[src/rtl/video_timing_pkg.sv]
// Timing constants per supported core and width helper for the raster generator.
// No logic here; consumed at elaboration only.
package video_timing_pkg;

    // Arcade core (the original fixed 9-bit sync counter timing)
    localparam int ARC_HW           = 9;
    localparam int ARC_VW           = 9;
    localparam int ARC_H_ACT_END    = 256;
    localparam int ARC_H_SYNC_START = 274;
    localparam int ARC_H_SYNC_END   = 299;
    localparam int ARC_H_TOTAL      = 443;
    localparam int ARC_V_ACT_START  = 16;
    localparam int ARC_V_ACT_END    = 240;
    localparam int ARC_V_SYNC_START = 242;
    localparam int ARC_V_SYNC_END   = 245;
    localparam int ARC_V_TOTAL      = 263;
    localparam int ARC_HOFFS_W      = 5;
    localparam int ARC_VOFFS_W      = 3;

    // Line/frame length arithmetic needs one bit above the wider counter
    function automatic int lf_width(input int hw, input int vw);
        return ((hw > vw) ? hw : vw) + 1;
    endfunction

endpackage

[src/rtl/video_timing_gen_if.sv]
// Timing bus between pixel-enable source, generator and video consumers.
// master = generator side; slave = the side driving enables/offsets and reading timing.
interface video_timing_gen_if
    import video_timing_pkg::*;
#(
    parameter int HW      = ARC_HW,
    parameter int VW      = ARC_VW,
    parameter int HOFFS_W = ARC_HOFFS_W,
    parameter int VOFFS_W = ARC_VOFFS_W
);
    logic               ce_pix;
    logic [HOFFS_W-1:0] hoffs;
    logic [VOFFS_W-1:0] voffs;
    logic [HW-1:0]      hcount;
    logic [VW-1:0]      vcount;
    logic               hb;
    logic               vb;
    logic               hs;
    logic               vs;
    logic               de;
    logic               line;
    logic               frame;

    modport master (
        input  ce_pix, hoffs, voffs,
        output hcount, vcount, hb, vb, hs, vs, de, line, frame
    );

    modport slave (
        output ce_pix, hoffs, voffs,
        input  hcount, vcount, hb, vb, hs, vs, de, line, frame
    );
endinterface

[src/rtl/video_window_cmp.sv]
// Unsigned half-open window test: start <= cnt < end. Combinational, no backpressure.
module video_window_cmp #(
    parameter int W = 9
) (
    input  logic [W-1:0] i_cnt,
    input  logic [W-1:0] i_start,
    input  logic [W-1:0] i_end,
    output logic         o_in_win
);
    assign o_in_win = (i_cnt >= i_start) && (i_cnt < i_end);
endmodule

[src/rtl/video_timing_gen.sv]
// Raster timing generator: h/v counters, blank/sync/de and line/frame strobes.
// One clk from a ce_pix edge to all outputs; no backpressure, advances only on ce_pix.
module video_timing_gen
    import video_timing_pkg::*;
#(
    parameter int HW           = ARC_HW,
    parameter int VW           = ARC_VW,
    parameter int H_ACT_END    = ARC_H_ACT_END,
    parameter int H_SYNC_START = ARC_H_SYNC_START,
    parameter int H_SYNC_END   = ARC_H_SYNC_END,
    parameter int H_TOTAL      = ARC_H_TOTAL,
    parameter int V_ACT_START  = ARC_V_ACT_START,
    parameter int V_ACT_END    = ARC_V_ACT_END,
    parameter int V_SYNC_START = ARC_V_SYNC_START,
    parameter int V_SYNC_END   = ARC_V_SYNC_END,
    parameter int V_TOTAL      = ARC_V_TOTAL,
    parameter int HOFFS_W      = ARC_HOFFS_W,
    parameter int VOFFS_W      = ARC_VOFFS_W,
    parameter bit SYNC_POL     = 1'b0
) (
    input  logic               clk,
    input  logic               rst_n,
    video_timing_gen_if.master vif
);
    localparam int CW = lf_width(HW, VW);

    if (!(H_TOTAL - ((1 << HOFFS_W) - 1) > H_SYNC_END)) begin : g_err_hoffs
        $error("shortest line would truncate hsync");
    end
    if (!(V_TOTAL + (1 << VOFFS_W) - 1 <= (1 << VW))) begin : g_err_voffs
        $error("longest frame overflows vcount");
    end
    if (!(H_TOTAL <= (1 << HW))) begin : g_err_htotal
        $error("H_TOTAL overflows hcount");
    end
    if (!(H_ACT_END <= H_SYNC_START && H_SYNC_START < H_SYNC_END)) begin : g_err_horder
        $error("horizontal boundaries out of order");
    end
    if (!(V_ACT_START < V_ACT_END && V_ACT_END <= V_SYNC_START &&
          V_SYNC_START < V_SYNC_END && V_SYNC_END <= V_TOTAL)) begin : g_err_vorder
        $error("vertical boundaries out of order");
    end

    logic [HW-1:0]      r_hcount;
    logic [VW-1:0]      r_vcount;
    logic [HOFFS_W-1:0] r_hoffs_q;
    logic [VOFFS_W-1:0] r_voffs_q;
    logic               r_hb, r_vb, r_hs, r_vs, r_de, r_line, r_frame;

    logic [CW-1:0] w_line_len;
    logic [CW-1:0] w_frame_len;
    logic          w_h_last;
    logic          w_v_last;
    logic          w_fwrap;
    logic [HW-1:0] w_hcount_nxt;
    logic [VW-1:0] w_vcount_nxt;
    logic          w_h_act, w_v_act, w_hs_win, w_vs_win;

    assign w_line_len  = CW'(H_TOTAL) - CW'(r_hoffs_q);
    assign w_frame_len = CW'(V_TOTAL) + CW'(r_voffs_q);
    assign w_h_last    = (CW'(r_hcount) == (w_line_len - CW'(1)));
    assign w_v_last    = (CW'(r_vcount) == (w_frame_len - CW'(1)));
    assign w_fwrap     = w_h_last & w_v_last;

    assign w_hcount_nxt = w_h_last ? '0 : r_hcount + HW'(1);
    assign w_vcount_nxt = !w_h_last ? r_vcount :
                          (w_v_last ? '0 : r_vcount + VW'(1));

    // Decode the post-update counters so outputs line up with the counts they accompany
    video_window_cmp #(.W(HW)) u_h_act (
        .i_cnt(w_hcount_nxt), .i_start('0),
        .i_end(HW'(H_ACT_END)), .o_in_win(w_h_act)
    );
    video_window_cmp #(.W(VW)) u_v_act (
        .i_cnt(w_vcount_nxt), .i_start(VW'(V_ACT_START)),
        .i_end(VW'(V_ACT_END)), .o_in_win(w_v_act)
    );
    video_window_cmp #(.W(HW)) u_h_sync (
        .i_cnt(w_hcount_nxt), .i_start(HW'(H_SYNC_START)),
        .i_end(HW'(H_SYNC_END)), .o_in_win(w_hs_win)
    );
    video_window_cmp #(.W(VW)) u_v_sync (
        .i_cnt(w_vcount_nxt), .i_start(VW'(V_SYNC_START)),
        .i_end(VW'(V_SYNC_END)), .o_in_win(w_vs_win)
    );

    always_ff @(posedge clk or negedge rst_n) begin
        if (!rst_n) begin
            r_hcount  <= '0;
            r_vcount  <= '0;
            r_hoffs_q <= '0;
            r_voffs_q <= '0;
            r_hb      <= 1'b1;
            r_vb      <= 1'b1;
            r_de      <= 1'b0;
            r_hs      <= ~SYNC_POL;
            r_vs      <= ~SYNC_POL;
            r_line    <= 1'b0;
            r_frame   <= 1'b0;
        end else if (vif.ce_pix) begin
            r_hcount <= w_hcount_nxt;
            r_vcount <= w_vcount_nxt;
            // Offsets only move at the frame seam so a frame never mixes line lengths
            if (w_fwrap) begin
                r_hoffs_q <= vif.hoffs;
                r_voffs_q <= vif.voffs;
            end
            r_hb    <= ~w_h_act;
            r_vb    <= ~w_v_act;
            r_de    <= w_h_act & w_v_act;
            r_hs    <= SYNC_POL ? w_hs_win : ~w_hs_win;
            r_vs    <= SYNC_POL ? w_vs_win : ~w_vs_win;
            r_line  <= w_h_last;
            r_frame <= w_fwrap;
        end else begin
            r_line  <= 1'b0;
            r_frame <= 1'b0;
        end
    end

    assign vif.hcount = r_hcount;
    assign vif.vcount = r_vcount;
    assign vif.hb     = r_hb;
    assign vif.vb     = r_vb;
    assign vif.hs     = r_hs;
    assign vif.vs     = r_vs;
    assign vif.de     = r_de;
    assign vif.line   = r_line;
    assign vif.frame  = r_frame;

endmodule
[src/flat_wrapper.sv]
// flat-port wrapper written by rule: the top's interface ports become plain ports
module video_timing_gen_flat import video_timing_pkg::*;
#(
    parameter int HW           = ARC_HW,
    parameter int VW           = ARC_VW,
    parameter int H_ACT_END    = ARC_H_ACT_END,
    parameter int H_SYNC_START = ARC_H_SYNC_START,
    parameter int H_SYNC_END   = ARC_H_SYNC_END,
    parameter int H_TOTAL      = ARC_H_TOTAL,
    parameter int V_ACT_START  = ARC_V_ACT_START,
    parameter int V_ACT_END    = ARC_V_ACT_END,
    parameter int V_SYNC_START = ARC_V_SYNC_START,
    parameter int V_SYNC_END   = ARC_V_SYNC_END,
    parameter int V_TOTAL      = ARC_V_TOTAL,
    parameter int HOFFS_W      = ARC_HOFFS_W,
    parameter int VOFFS_W      = ARC_VOFFS_W,
    parameter bit SYNC_POL     = 1'b0
)
  (clk, rst_n, vif_ce_pix, vif_hoffs, vif_voffs, vif_hcount, vif_vcount, vif_hb, vif_vb, vif_hs, vif_vs, vif_de, vif_line, vif_frame);
  video_timing_gen_if #(.HW(HW), .VW(VW), .HOFFS_W(HOFFS_W), .VOFFS_W(VOFFS_W)) vif_i ();
  input  logic clk;
  input  logic rst_n;
  input wire logic [$bits(vif_i.ce_pix)-1:0] vif_ce_pix;
  input wire logic [$bits(vif_i.hoffs)-1:0] vif_hoffs;
  input wire logic [$bits(vif_i.voffs)-1:0] vif_voffs;
  output wire logic [$bits(vif_i.hcount)-1:0] vif_hcount;
  output wire logic [$bits(vif_i.vcount)-1:0] vif_vcount;
  output wire logic [$bits(vif_i.hb)-1:0] vif_hb;
  output wire logic [$bits(vif_i.vb)-1:0] vif_vb;
  output wire logic [$bits(vif_i.hs)-1:0] vif_hs;
  output wire logic [$bits(vif_i.vs)-1:0] vif_vs;
  output wire logic [$bits(vif_i.de)-1:0] vif_de;
  output wire logic [$bits(vif_i.line)-1:0] vif_line;
  output wire logic [$bits(vif_i.frame)-1:0] vif_frame;
  assign vif_i.ce_pix = vif_ce_pix;
  assign vif_i.hoffs = vif_hoffs;
  assign vif_i.voffs = vif_voffs;
  assign vif_hcount = vif_i.hcount;
  assign vif_vcount = vif_i.vcount;
  assign vif_hb = vif_i.hb;
  assign vif_vb = vif_i.vb;
  assign vif_hs = vif_i.hs;
  assign vif_vs = vif_i.vs;
  assign vif_de = vif_i.de;
  assign vif_line = vif_i.line;
  assign vif_frame = vif_i.frame;
  video_timing_gen #(.HW(HW), .VW(VW), .H_ACT_END(H_ACT_END), .H_SYNC_START(H_SYNC_START), .H_SYNC_END(H_SYNC_END), .H_TOTAL(H_TOTAL), .V_ACT_START(V_ACT_START), .V_ACT_END(V_ACT_END), .V_SYNC_START(V_SYNC_START), .V_SYNC_END(V_SYNC_END), .V_TOTAL(V_TOTAL), .HOFFS_W(HOFFS_W), .VOFFS_W(VOFFS_W), .SYNC_POL(SYNC_POL)) u_core (.clk(clk), .rst_n(rst_n), .vif(vif_i));
endmodule
[config.mk]
export PLATFORM = sky130hd
export DESIGN_NAME = video_timing_gen_flat
export DESIGN_NICKNAME = d
export VERILOG_FILES = /design/src/rtl/video_timing_pkg.sv /design/src/rtl/video_timing_gen_if.sv /design/src/rtl/video_window_cmp.sv /design/src/rtl/video_timing_gen.sv /design/src/flat_wrapper.sv
export SDC_FILE = /design/constraint.sdc
export NUM_CORES = 1
export LEC_CHECK = 0
export ABC_AREA = 1
export CORE_MARGIN = 3
export CORE_UTILIZATION = 60
export DETAILED_ROUTE_END_ITERATION = 6
export DONT_BUFFER_PORTS = 1
export PLACE_DENSITY = 0.72
export SLEW_MARGIN = 20
export SYNTH_ARGS = -nofsm -noshare
export SYNTH_HDL_FRONTEND = slang
export SYNTH_SLANG_ARGS = --single-unit
export TNS_END_PERCENT = 50
[constraint.sdc]
create_clock -name clk -period 2.4 [get_ports clk]
set_input_delay 0.12 -clock clk [delete_from_list [all_inputs] [get_ports clk]]
set_output_delay 0.12 -clock clk [all_outputs]
set_load 0.05 [all_outputs]
## Word-level counts from Yosys, hierarchy flattened

Index checks and enable logic that the tools add are counted.
W data, S select, Z words.

- Bits in registers: 33
- Input bits: 11
- Output and inout port bits: 25

- Eq/ne operators: 2
- Muxes and demuxes: 5
- Magnitude comparators: 8
- Bitwise logic cells: 6
- Reduce and logical (&&, ||, !) cells: 5
- $add $sub $neg: 6

Operator list:

| operator | number |
|---|---|
| $mux W9 | 3 |
| $eq A9 B10 Y1 | 2 |
| $sub A10 B1 Y10 const B | 2 |
| $add A9 B1 Y9 const B | 2 |
| $lt A9 B8 Y1 const B | 2 |
| $lt A9 B9 Y1 const B | 2 |
| $add A9 B3 Y10 const A | 1 |
| $sub A9 B5 Y10 const A | 1 |
| $ge A9 B1 Y1 const B | 1 |
| $ge A9 B5 Y1 const B | 1 |
| $ge A9 B8 Y1 const B | 1 |
| $ge A9 B9 Y1 const B | 1 |
| $logic_and A1 B1 Y1 | 4 |
| $not A1 Y1 | 4 |
| $and A1 B1 Y1 | 2 |
| $mux W1 | 2 |
| $reduce_and A2 Y1 | 1 |

## Longest topological paths before layout

Gate-level depths: netlist of the first run.

- Word-level depth: 8
- Mapped depth: 18
- Mapped depth without buffers: 17

## Hierarchy

From an unflattened synthesis of the first run, not the netlist that was laid out.

- Cell total of the unflattened synthesis: 660
- Area, all modules: 4241.6 um^2

By module, submodules not included:

| module | cells each | sequential area each (um^2) | area an instance (um^2) | instances |
|---|---|---|---|---|
| video_timing_gen | 324 | 830.8 | 2294.7 | 1 |
| video_window_cmp | 84 | 0.0 | 486.7 | 4 |

## Worst setup path before layout of the first run

No wires, ideal clock.

- Kind: flip-flop to flip-flop
- Start point: register u_core.r_vcount[0], in the netlist u_core.vif.vcount[0]
- End point: register u_core.r_de, in the netlist u_core.vif.de
- Data required time: 2.282 ns
- Path slack: 0.323 ns
- Setup time: 0.118 ns
- Buffers on the path: 0
- Stages on the path, launching flop included: 15
- Period minus slack after synthesis: 2.077 ns
- Data arrival time: 1.959 ns
- Cells stage by stage: dfrtp_1 -> ha_1 -> nand3_1 -> nor2_1 -> nand2_1 -> nor2_1 -> nand2_1 -> nand2_1 -> nand2_1 -> nand2_1 -> nand2_1 -> clkinv_1 -> nand2_1 -> nand4_1 -> nand2_1

- Cells in the longest elaborated chain, start to end: 6
- Elaborated cells between the ends (all ways): 8

RTL lines:

| what | RTL line | RTL |
|---|---|---|
| start: declaration | video_timing_gen.sv:45 | `logic [VW-1:0] r_vcount;` |
| start signal: assignment | video_timing_gen.sv:102 | `r_vcount <= w_vcount_nxt;` |
| $add A9 B1 Y9 or $eq A9 B10 Y1 (tied branches) | video_timing_gen.sv:67, video_timing_gen.sv:62 |  |
| $mux W9 | video_timing_gen.sv:67 | `(w_v_last ? '0 : r_vcount + VW'(1));` |
| $mux W9 (*) | video_timing_gen.sv:66 | `assign w_vcount_nxt = !w_h_last ? r_vcount :` |
| $ge A9 B5 Y1 or $lt A9 B8 Y1 (tied branches) | video_window_cmp.sv:10 | `assign o_in_win = (i_cnt >= i_start) && (i_cnt < i_end);` |
| $logic_and A1 B1 Y1 (*) | video_window_cmp.sv:10 |  |
| $and A1 B1 Y1 (*) | video_timing_gen.sv:110 | `r_de <= w_h_act & w_v_act;` |
| end signal: assignment | video_timing_gen.sv:110 |  |
| end: declaration | video_timing_gen.sv:48 | `logic r_hb, r_vb, r_hs, r_vs, r_de, r_line, r_frame;` |

Mark *: on every way between the ends. The rest lies on a longest branch, timed or not.
A chain may end at the register's enable or synchronous reset.

## Worst setup path in the final report of the first run

- Start point: register u_core.r_hoffs_q[0]
- End point: register u_core.r_hoffs_q[1]

- Cells in the longest elaborated chain, start to end: 5

RTL lines:

| what | RTL line | RTL |
|---|---|---|
| start: declaration | video_timing_gen.sv:46 | `logic [HOFFS_W-1:0] r_hoffs_q;` |
| start signal: assignment | video_timing_gen.sv:105 | `r_hoffs_q <= vif.hoffs;` |
| $sub A9 B5 Y10 | video_timing_gen.sv:59 | `assign w_line_len = CW'(H_TOTAL) - CW'(r_hoffs_q);` |
| $sub A10 B1 Y10 | video_timing_gen.sv:61 | `assign w_h_last = (CW'(r_hcount) == (w_line_len - CW'(1)));` |
| $eq A9 B10 Y1 | video_timing_gen.sv:61 |  |
| $and A1 B1 Y1 | video_timing_gen.sv:63 | `assign w_fwrap = w_h_last & w_v_last;` |
| $reduce_and A2 Y1 (no line) | n/a |  |

No other way between the ends.

==> out/results.txt, run 1 <==
floorplan die area = 4590 µm²
portion of the post-synthesis area used by sequential elements = 0.363
category of the most critical setup path = register to register
global routing usage on met3 = 0.0582
Final Instance Area = 2700 µm²
share of synthesized area spent on multiplexers = 0.0350
period utilisation layout = 0.937
pre-CTS setup slack = 0.243 ns
Data arrival, critical path = 2.42 ns
Worst-Skew Late Latency = 0.29 ns
global routing usage summed across all routing layers = 0.262
growth of design area from synthesis to finish = 17.8%
final setup violating endpoints = 0
chip width = 67.8 µm
worst endpoint required time = 2.57 ns
Clock Pin Slew Worst Setup and Hold Paths = 0.07 ns
total iterations of the first detailed-routing run = 6
combinational family with the most area after synthesis = simple AND/OR/NAND/NOR gates
total setup buffers inserted after CTS = 0
global routing usage on met2 = 0.412
Core Region = 3490 µm²
global-route wire length before repair = 8870 µm
clock tree from TritonCTS = done
number of inserted diodes = 0
unrepaired setup endpoints after global routing = true
Avg Cell Area, Syn = 7.02 µm²
number of library cell types mapped by synthesis = 32
total power = 2.22 mW
Hold/Removal Path Class = input pin to register
summed instance area of the synthesized netlist = 2290 µm²
final hold violation count = 0
number of nets with antenna violations after detailed routing = 0
Crit Path Max Fanout = 9
detailed-route via count = 2139
clock buffer depth = 2
via count of the first global-routing pass = 1865
share of flip-flops with an asynchronous set or reset = 1.00
Synth Net Count = 341
buffer type at the clock tree root = clkbuf_8
Routed Wire Length = 5610 µm
number of warning messages in the yosys log = 0
Hold Path Cell Cnt = 2
most frequent standard cell in the layout excluding fill and tap cells = nand2_1
worst reg2reg endpoint = u_core.r_hoffs_q[1]$_DFFE_PN0P_
clk_skew = 0.00484 ns
CTS Buf Count = 5
post-route worst hold slack = 0.0263 ns
post-synthesis compound-gate area fraction = 0.0667
starting DRC count in detailed routing = 173
minimum clock period after layout = 2.25 ns
total congestion overflow = 0
worst rel slew slack = 0.681
final critical-path setup slack = 0.152 ns
reg-to-reg setup timing slack = 0.15 ns
Slew Limit Fails = 0
Maximum Capacitance Violations = 0
share of layout cells above drive strength 1 = 0.168
clock sink total = 33
peak supply drop = 871 µV
area share of fa/ha/maj cells after synthesis = 0.0219
last weighted congestion value of the routability-driven placer = 0.866
DIE HEIGHT = 67.8 µm
Via-to-Cell Ratio = 5.31
Post-synth EDFFs = 0
Reg2Reg Launch Point = u_core.r_hoffs_q[0]$_DFFE_PN0P_
H-tree depth reported by CTS = 2
Leakage = 1.49 nW
placed instance area = 2440 µm²
input/output buffers = 0
Achievable Freq = 445 MHz
category of the worst setup path launch point = register
fraction of synthesized cell area in xor and xnor cells = 0.0383
maximum number of pins on one net before global-route repair = 34
HPWL after detailed placement = 3940 µm
category of the worst setup path capture point = register
number of remaining DRC errors = 0
most used flip-flop cell after synthesis = dfrtp_1
Starting Density = 0.655
final layout net count = 371
layer carrying the most global-route usage = met2
count of boundary I/O pins = 36
FF+latch count, synth = 33
number of antenna violations at the first check in global routing = 0
Worst Reg2Reg Path Length in Cells = 11
status = completed
Hold Crit Start = vif_ce_pix
std cell rows = 21
synthesized instance count = 326
per-cell routed wire length = 13.9 µm
FILL cells = 279
Hold EP = u_core.vif.hcount[7]$_DFFE_PN0P_
commonest cells after routing, fill and taps aside = nand2_1 (94), inv_1 (41), nor2_1 (33), dfrtp_1 (28), nand3_1 (25)
total power density per cell area = 823 nW/µm²
simple-gate share of the synthesized area = 0.378
global routing usage on met1 = 0.364
worst slew pin tran = 0.478 ns
[critical path, stage by stage, from the launching register on]
cell and delay, ns:
dfrtp_2 0.45, ha_1 0.33, inv_1 0.08, nand2_1 0.05, nand2_1 0.09, nand3_1 0.10, nor2_2 0.13, nand4_2 0.20
nor2_4 0.24, nand2_4 0.16, mux2i_1 0.24, inv_1 0.06
[area by class of cell]
type	instances	area, µm²	share of cell area
repair buffers	31	274	0.102
inverters	45	169	0.0627
well taps	46	57.6	0.0214
multi-input cells	240	1250	0.462
clock buffers	7	86.3	0.0320
flip-flops and latches	33	832	0.309
clock inverters	1	30.0	0.0111
[worst max path at each step]
stage | cells after the start | endpoint | from
2_1_floorplan | 14 | u_core.vif.de$_DFFE_PN0P_ | u_core.vif.vcount[0]$_DFFE_PN0P_
3_3_place_gp | 17 | u_core.vif.vb$_DFFE_PN1P_ | u_core.r_hoffs_q[0]$_DFFE_PN0P_
3_5_place_dp | 17 | u_core.vif.vb$_DFFE_PN1P_ | u_core.r_hoffs_q[0]$_DFFE_PN0P_
4_1_cts | 17 | u_core.vif.vb$_DFFE_PN1P_ | u_core.r_hoffs_q[0]$_DFFE_PN0P_
5_1_grt | 11 | u_core.r_hoffs_q[1]$_DFFE_PN0P_ | u_core.r_hoffs_q[0]$_DFFE_PN0P_
6_report | 11 | u_core.r_hoffs_q[1]$_DFFE_PN0P_ | u_core.r_hoffs_q[0]$_DFFE_PN0P_
[Yosys cell counts (2+ instances only)]
master	number	area, µm²
nor2_4	3	33.8
a31oi_1	2	12.5
o21ai_0	14	70.1
inv_1	41	154
clkbuf_1	2	7.51
ha_1	4	50.1
nand3_1	26	130
nand4_1	7	43.8
dfrtp_1	29	726
nand2_1	94	353
dfstp_2	4	105
nand3_2	2	20.0
o21ai_1	2	10.0
nor2_1	33	124
a21oi_1	9	45.0
buf_2	3	15.0
inv_2	2	7.51
clkinv_1	2	7.51
xor2_1	9	78.8
buf_6	2	22.5
nor3_1	3	15.0
nand3b_1	3	22.5
nand2_2	13	81.3
nor2_2	2	12.5
mux2i_1	8	80.1
[through the flow]
step | instances | util | TNS, ns
6_report | 403 | 0.771 | 0
3_5_place_dp | 384 | 0.699 | 0
3_3_place_gp | 384 | 0.699 | 0
5_1_grt | 403 | 0.771 | -0.0453
4_1_cts | 403 | 0.767 | 0
2_1_floorplan | 326 | - | 0
[cells by family (layout without fill, tap and decap cells)]
| logic type | Yosys count | count (layout) |
|---|---|---|
| xor gates and xnor gates | 10 | 10 |
| muxes | 8 | 8 |
| AOI/OAI and AO/OA | 29 | 29 |
| adders and majority gates | 4 | 4 |
| and+or+nand+nor | 189 | 189 |
| DFF | 33 | 33 |
| buffers and inverters | 53 | 84 |
[per-layer routing]
layer,part of all wire,up-vias
li1,-,1083
met3,0.065,7
met4,0.0087,0
met2,0.45,75
met1,0.47,974
met5,0,-
[power breakdown]
group	internal (mW)	switching, mW
Sequential	0.641	0.142
Clock	0.338	0.201
Combinational	0.272	0.625
[flip-flops by register name, indices dropped and copies added (netlist names)]
register / count
u_core.vif.hcount: 9
u_core.vif.vs: 1
u_core.vif.vb: 1
u_core.vif.line: 1
u_core.vif.de: 1
u_core.vif.vcount: 9
u_core.vif.frame: 1
u_core.r_voffs_q: 3
u_core.vif.hs: 1
u_core.vif.hb: 1
u_core.r_hoffs_q: 5
[what timing repair did]
action / in CTS / in global routing
gates resized for setup: 0 / 4
hold buffers: 11 / 0
hold endpoints to repair: 49 / 0
endpoints found under the setup margin: 0 / 5
Power figures use the tool's default switching activity.
==> run 2: changes to the inputs <==
--- a/config.mk
+++ b/config.mk
@@ -5,9 +5,9 @@
 export SDC_FILE = /design/constraint.sdc
 export NUM_CORES = 1
 export LEC_CHECK = 0
-export ABC_AREA = 1
 export CORE_MARGIN = 3
 export CORE_UTILIZATION = 60
+export CTS_CLUSTER_DIAMETER = 100
 export DETAILED_ROUTE_END_ITERATION = 6
 export DONT_BUFFER_PORTS = 1
 export PLACE_DENSITY = 0.72
==> run 2 against run 1 <==
  * Synthesized cell count is 30% lower
  * Cell count is 21% lower
  * Sequential share of layout area is 0.064 points higher
  * Sequential cell count stayed put
  * Via count is 7.0% lower
  * Sequential power is 15% lower
  * Die area is 5.4% lower
  * Cell area is 2.0% higher
==> out/results.txt, run 2 <==
worst slew pin tran = 0.519 ns (+0.0412 ns)
period utilisation layout = 0.984 (+0.0472)
worst rel slew slack = 0.653 (-0.0286)
clk_skew = 0.00840 ns (+0.00356 ns)
synthesized instance count = 228 (-30%)
HPWL after detailed placement = 4000 µm (+1.4%)
last weighted congestion value of the routability-driven placer = 0.955 (+10%)
global-route wire length before repair = 9370 µm (+5.7%)
Core Region = 3390 µm² (-3.0%)
global routing usage on met3 = 0.0850 (+0.0268)
CTS Buf Count = 5 (unchanged)
total power density per cell area = 633 nW/µm² (-23%)
most frequent cell after synthesis = dfrtp_1
final setup violating endpoints = 0 (unchanged)
growth of design area from synthesis to finish = 27.8%
summed instance area of the synthesized netlist = 2150 µm² (-6.0%)
number of library cell types mapped by synthesis = 59 (+84%)
FF+latch count, synth = 33 (unchanged)
commonest cells after routing, fill and taps aside = buf_4 (36), dfrtp_1 (17), nand2_1 (16), o21ai_0 (14), nor2_1 (13)
Achievable Freq = 423 MHz (-4.8%)
Hold/Removal Path Class = input pin to register
count of boundary I/O pins = 36 (unchanged)
Starting Density = 0.635 (-0.0199)
starting DRC count in detailed routing = 213 (+23%)
cell taking the most area after synthesis = dfrtp_1
Post-synth EDFFs = 0 (unchanged)
Data arrival, critical path = 2.62 ns (+0.20 ns)
global routing usage summed across all routing layers = 0.287 (+0.0251)
Commonest cells post-synth = dfrtp_1 (29), nand2_1 (16), nor2_1 (14), o21ai_0 (14), nor3_1 (11)
number of remaining DRC errors = 0 (unchanged)
clock sink total = 33 (unchanged)
Avg Cell Area, Syn = 9.44 µm² (+34%)
Final Instance Area = 2750 µm² (+2.0%)
non-filler cells in the finished layout = 318 (-21%)
placed instance area = 2440 µm² (about the same)
maximum number of pins on one net before global-route repair = 34 (unchanged)
minimum clock period after layout = 2.36 ns (+0.113 ns)
clock buffer depth = 2 (unchanged)
Post-Place Cells = 295 (-23%)
post-route worst hold slack = 0.0580 ns (+0.0317 ns)
Synth Net Count = 243 (-29%)
chip width = 65.9 µm (-2.8%)
global routing usage on met1 = 0.393 (+0.0296)
Worst-Skew Late Latency = 0.35 ns (+0.06 ns)
input/output buffers = 0 (unchanged)
total iterations of the first detailed-routing run = 4 (-2)
buffer type at the clock tree root = clkbuf_4
FILL cells = 213 (-24%)
Area contributors post-synth = dfrtp_1 (34%), dfstp_2 (4.9%), mux2_2 (4.7%), o21ai_0 (3.3%), xnor2_1 (3.3%)
category of the worst setup path capture point = register
status = completed
reg-to-reg setup timing slack = 0.04 ns (-0.11 ns)
TNS Setup = 0 ns (unchanged)
number of nets with antenna violations after detailed routing = 0 (unchanged)
final layout net count = 286 (-23%)
clock tree from TritonCTS = done
detailed-route via count = 1990 (-7.0%)
number of antenna violations at the first check in global routing = 0 (unchanged)
category of the most critical setup path = register to register
Maximum Capacitance Violations = 0 (unchanged)
Clock Pin Slew Worst Setup and Hold Paths = 0.11 ns (+0.04 ns)
total congestion overflow = 0 (unchanged)
std cell rows = 21 (unchanged)
number of inserted diodes = 0 (unchanged)
Slew Limit Fails = 0 (unchanged)
most frequent standard cell in the layout excluding fill and tap cells = buf_4
floorplan die area = 4340 µm² (-5.4%)
final hold violation count = 0 (unchanged)
Routed Wire Length = 5730 µm (+2.0%)
most used flip-flop cell after synthesis = dfrtp_1
share of layout cells above drive strength 1 = 0.338 (+0.170)
number of warning messages in the yosys log = 0 (unchanged)
layer carrying the most global-route usage = met2
H-tree depth reported by CTS = 2 (unchanged)
DIE HEIGHT = 65.9 µm (-2.8%)
total power = 1.74 mW (-22%)
via count of the first global-routing pass = 1885 (+1.1%)
Via-to-Cell Ratio = 6.26 (+18%)
peak supply drop = 467 µV (-46%)
per-cell routed wire length = 18.0 µm (+29%)
category of the worst setup path launch point = register
Crit Path Max Fanout = 5 (-4)
portion of the post-synthesis area used by sequential elements = 0.386 (+0.0230)
area fraction of the dominant cell type after synthesis = 0.337 (+0.0201)
global routing usage on met2 = 0.434 (+0.0224)
share of flip-flops with an asynchronous set or reset = 1.00 (unchanged)
Leakage = 1.13 nW (-24%)
worst endpoint required time = 2.66 ns (+0.09 ns)
-- run 2: changes by cell type after synthesis, sizes merged, moves of 5 or more --
| cell | previous run | this run |
|---|---|---|
| inv | 43 | 8 |
| nand3 | 28 | 10 |
| mux2 | 0 | 12 |
| and3 | 0 | 6 |
| nor2 | 38 | 14 |
| xnor2 | 1 | 8 |
| clkbuf | 2 | 7 |
| nand2 | 108 | 17 |
| mux2i | 8 | 3 |
| nor3 | 3 | 11 |
| nand4 | 8 | 0 |
-- run 2: power breakdown --
group          switching, mW  internal, mW
sequential            0.0676         0.601
clock                  0.200         0.249
combinational          0.398         0.225
total                  0.666          1.07
-- run 2: what timing repair did --
item                                   in CTS  in global routing
pin swaps                                   1                  6
resized for setup                           2                 13
setup endpoints to repair                   3                  9
hold buffers                               11                  0
endpoints found under the hold margin      53                  0
buffers inserted                            1                  3
-- run 2: critical path, stage by stage (launching register included) --
cell	delay, ns
dfrtp_1	0.42
buf_4	0.16
a21oi_2	0.07
nor3_1	0.42
o2111ai_4	0.20
o31a_1	0.29
or4_4	0.52
o32ai_2	0.20
-- run 2: layer usage --
layer,wire length (µm),up-vias
li1,-,937
met1,2470,946
met2,2630,92
met3,520,15
met4,102,0
met5,0,-
-- run 2: stage by stage --
stage | util | setup slack (ns)
final | 0.811 | 0.0382
after CTS | 0.786 | 0.0284
after floorplan | - | 0.00123
after global placement | 0.721 | 0.121
after detailed placement | 0.721 | -0.00573
after global routing | 0.811 | -0.0651
-- run 2: area by class of cell --
| cell class | instances | area, µm² | area share |
|---|---|---|---|
| timing repair buffer | 47 | 390 | 0.142 |
| clock inverter | 1 | 30.0 | 0.0109 |
| inverter | 9 | 33.8 | 0.0123 |
| tap | 46 | 57.6 | 0.0209 |
| clock buffer | 7 | 55.1 | 0.0200 |
| multi-input combinational | 175 | 1330 | 0.485 |
| sequential | 33 | 851 | 0.309 |
-- run 2: kinds of logic after synthesis --
logic type,count (synthesis),synth area share
muxes,15,0.0767
DFF,33,0.386
buffers and inverters,20,0.0372
and+or+nand+nor,78,0.191
AOI/OAI and AO/OA,61,0.210
xor gates and xnor gates,17,0.0762
adders and majority gates,4,0.0233
-- run 2: path summary, 6_finish.rpt --
kind,from,end,depth (start not counted)
setup / recovery,u_core.r_hoffs_q[0]$_DFFE_PN0P_,u_core.vif.de$_DFFE_PN0P_,7
hold / removal,vif_ce_pix,u_core.vif.de$_DFFE_PN0P_,3
setup reg to reg,u_core.r_hoffs_q[0]$_DFFE_PN0P_,u_core.vif.de$_DFFE_PN0P_,7
hold reg to reg,u_core.r_voffs_q[2]$_DFFE_PN0P_,u_core.r_voffs_q[2]$_DFFE_PN0P_,1
max in group asynchronous,rst_n,u_core.vif.hb$_DFFE_PN1P_,2
min in group asynchronous,rst_n,u_core.vif.vcount[1]$_DFFE_PN0P_,2
==> run 3: changes to the inputs <==
--- a/config.mk
+++ b/config.mk
@@ -6,11 +6,11 @@
 export NUM_CORES = 1
 export LEC_CHECK = 0
 export CORE_MARGIN = 3
-export CORE_UTILIZATION = 60
+export CORE_UTILIZATION = 45
 export CTS_CLUSTER_DIAMETER = 100
 export DETAILED_ROUTE_END_ITERATION = 6
 export DONT_BUFFER_PORTS = 1
-export PLACE_DENSITY = 0.72
+export PLACE_DENSITY = 0.56
 export SLEW_MARGIN = 20
 export SYNTH_ARGS = -nofsm -noshare
 export SYNTH_HDL_FRONTEND = slang
==> run 3 against run 2 <==
  * Setup slack better by 0.065 ns
  * Sequential share of layout area shrank 0.54 points
  * Largest power group unchanged
  * Clock skew fell by 0.0024 ns
  * Total power is 2.2% lower
  * Cell count up 3.5%
  * Global-route usage fell by 7.1 points
  * Clock power shrank 11%
  * Die area is 30% higher
  * Maximum frequency grew 2.8%
  * Highest routed layer unchanged
  * Combinational power grew 2%
==> out/results.txt, run 3 (synthesis gave the netlist of run 2 again) <==
Hold/Removal Path Class = input pin to register
Reg2Reg Launch Point = u_core.vif.vcount[1]$_DFFE_PN0P_
global routing usage summed across all routing layers = 0.215 (-0.0713)
final setup violating endpoints = 0 (unchanged)
Hold EP = u_core.vif.hcount[5]$_DFFE_PN0P_
DIE HEIGHT = 75.2 µm (+14%)
clk_skew = 0.00599 ns (-0.00241 ns)
Final Instance Area = 2800 µm² (+1.6%)
per-cell routed wire length = 17.2 µm (-4.6%)
Worst Reg2Reg Path Length in Cells = 7 (unchanged)
H-tree depth reported by CTS = 2 (unchanged)
global-route wire length before repair = 9200 µm (-1.8%)
Routed Wire Length = 5650 µm (-1.3%)
total power = 1.70 mW (-2.2%)
commonest cells after routing, fill and taps aside = buf_4 (41), dfrtp_1 (18), nand2_1 (16), nor2_1 (14), o21ai_0 (14)
final hold violation count = 0 (unchanged)
HPWL after detailed placement = 4170 µm (+4.3%)
Data arrival, critical path = 2.49 ns (-0.13 ns)
Leakage = 1.16 nW (+2.5%)
number of inserted diodes = 0 (unchanged)
input/output buffers = 0 (unchanged)
last weighted congestion value of the routability-driven placer = 0.944 (-1.2%)
count of boundary I/O pins = 36 (unchanged)
most frequent standard cell in the layout excluding fill and tap cells = buf_4
Achievable Freq = 435 MHz (+2.8%)
detailed-route via count = 1972 (-0.90%)
starting DRC count in detailed routing = 126 (-41%)
reg-to-reg setup timing slack = 0.10 ns (+0.06 ns)
number of antenna violations at the first check in global routing = 0 (unchanged)
number of nets with antenna violations after detailed routing = 0 (unchanged)
Via-to-Cell Ratio = 5.99 (-4.2%)
clock buffer depth = 2 (unchanged)
Clock Pin Slew Worst Setup and Hold Paths = 0.07 ns (-0.04 ns)
total iterations of the first detailed-routing run = 4 (unchanged)
category of the most critical setup path = register to register
maximum number of pins on one net before global-route repair = 34 (unchanged)
clock tree from TritonCTS = done
Slew Limit Fails = 0 (unchanged)
worst rel slew slack = 0.629 (-0.0243)
period utilisation layout = 0.957 (-0.0269)
via count of the first global-routing pass = 1910 (+1.3%)
minimum clock period after layout = 2.30 ns (-0.0646 ns)
Starting Density = 0.481 (-0.154)
CTS Buf Count = 5 (unchanged)
worst endpoint required time = 2.59 ns (-0.07 ns)
Core Region = 4470 µm² (+32%)
final layout net count = 291 (+1.7%)
total congestion overflow = 0 (unchanged)
worst slew pin tran = 0.555 ns (+0.0363 ns)
Worst-Skew Late Latency = 0.28 ns (-0.07 ns)
category of the worst setup path capture point = register
clock sink total = 33 (unchanged)
growth of design area from synthesis to finish = 29.9%
std cell rows = 24 (+14%)
total power density per cell area = 608 nW/µm² (-3.8%)
Crit Path Max Fanout = 8 (+3)
buffer type at the clock tree root = clkbuf_8
share of layout cells above drive strength 1 = 0.354 (+0.0156)
placed instance area = 2470 µm² (+1.2%)
Hold Crit Start = vif_ce_pix
peak supply drop = 404 µV (-13%)
Maximum Capacitance Violations = 0 (unchanged)
worst reg2reg endpoint = u_core.vif.de$_DFFE_PN0P_
status = completed
chip width = 75.2 µm (+14%)
number of remaining DRC errors = 0 (unchanged)
category of the worst setup path launch point = register
Hold Path Cell Cnt = 2 (-1)
floorplan die area = 5650 µm² (+30%)
run 3: metal layers:
layer / vias to the layer above / wire (µm) / part of all wire / GRT usage
met1: 944 / 2680 / 0.47 / 0.310
met3: 7 / 411 / 0.073 / 0.0574
met2: 78 / 2500 / 0.44 / 0.315
met5: - / 0 / 0 / 0
li1: 943 / - / - / -
met4: 0 / 58 / 0.010 / 0.0680
run 3: timing repair:
| action | 4_1_cts | 5_1_grt |
|---|---|---|
| resized for setup | 2 | 12 |
| hold endpoints to repair | 51 | 0 |
| pin swaps | 0 | 6 |
| setup buffers | 0 | 6 |
| endpoints found under the setup margin | 2 | 4 |
| hold buffers | 11 | 0 |
run 3: worst max path at each step:
stage / startpoint / endpoint / slack, ns / cells after the start
after detailed placement: u_core.r_hoffs_q[0]$_DFFE_PN0P_ / u_core.vif.vs$_DFFE_PN1P_ / 0.008 / 8
after global placement: u_core.r_hoffs_q[0]$_DFFE_PN0P_ / u_core.vif.de$_DFFE_PN0P_ / 0.10 / 7
after CTS: u_core.r_hoffs_q[0]$_DFFE_PN0P_ / u_core.vif.de$_DFFE_PN0P_ / 0.003 / 7
after floorplan: u_core.vif.vcount[4]$_DFFE_PN0P_ / u_core.vif.de$_DFFE_PN0P_ / 0.001 / 6
final: u_core.vif.vcount[1]$_DFFE_PN0P_ / u_core.vif.de$_DFFE_PN0P_ / 0.10 / 7
after global routing: u_core.r_hoffs_q[0]$_DFFE_PN0P_ / u_core.vif.de$_DFFE_PN0P_ / -0.02 / 8
run 3: critical path, cell delays in order, from the launching register on:
cell	delay (ns)
dfrtp_4	0.45
ha_4	0.18
and4_4	0.25
nand3_2	0.11
a21boi_2	0.19
o31a_1	0.28
or4_4	0.53
o32ai_2	0.21
run 3: cell type report:
cell class	count	area [µm²]
Timing Repair Buffer	52	428
Tap cell	52	65.1
Multi-Input combinational cell	175	1340
Clock inverter	2	10.0
Clock buffer	6	72.6
Inverter	9	33.8
Fill cell	393	1680
Sequential cell	33	850
run 3: power breakdown:
part	switching, mW	internal [mW]
logic	0.402	0.234
registers	0.0619	0.601
clock network	0.200	0.201
run 3: metrics by stage:
stage	TNS, ns	hold WS, ns	setup WS, ns	std cells	util
CTS	0	0.0306	0.00278	323	0.601
detailed placement	0	-0.175	0.00753	304	0.553
global route	-0.0232	0.0601	-0.0208	329	0.625
global placement	0	-0.175	0.101	304	0.553
finish	0	0.0400	0.103	329	0.625
floorplan	0	-0.176	0.00123	228	-
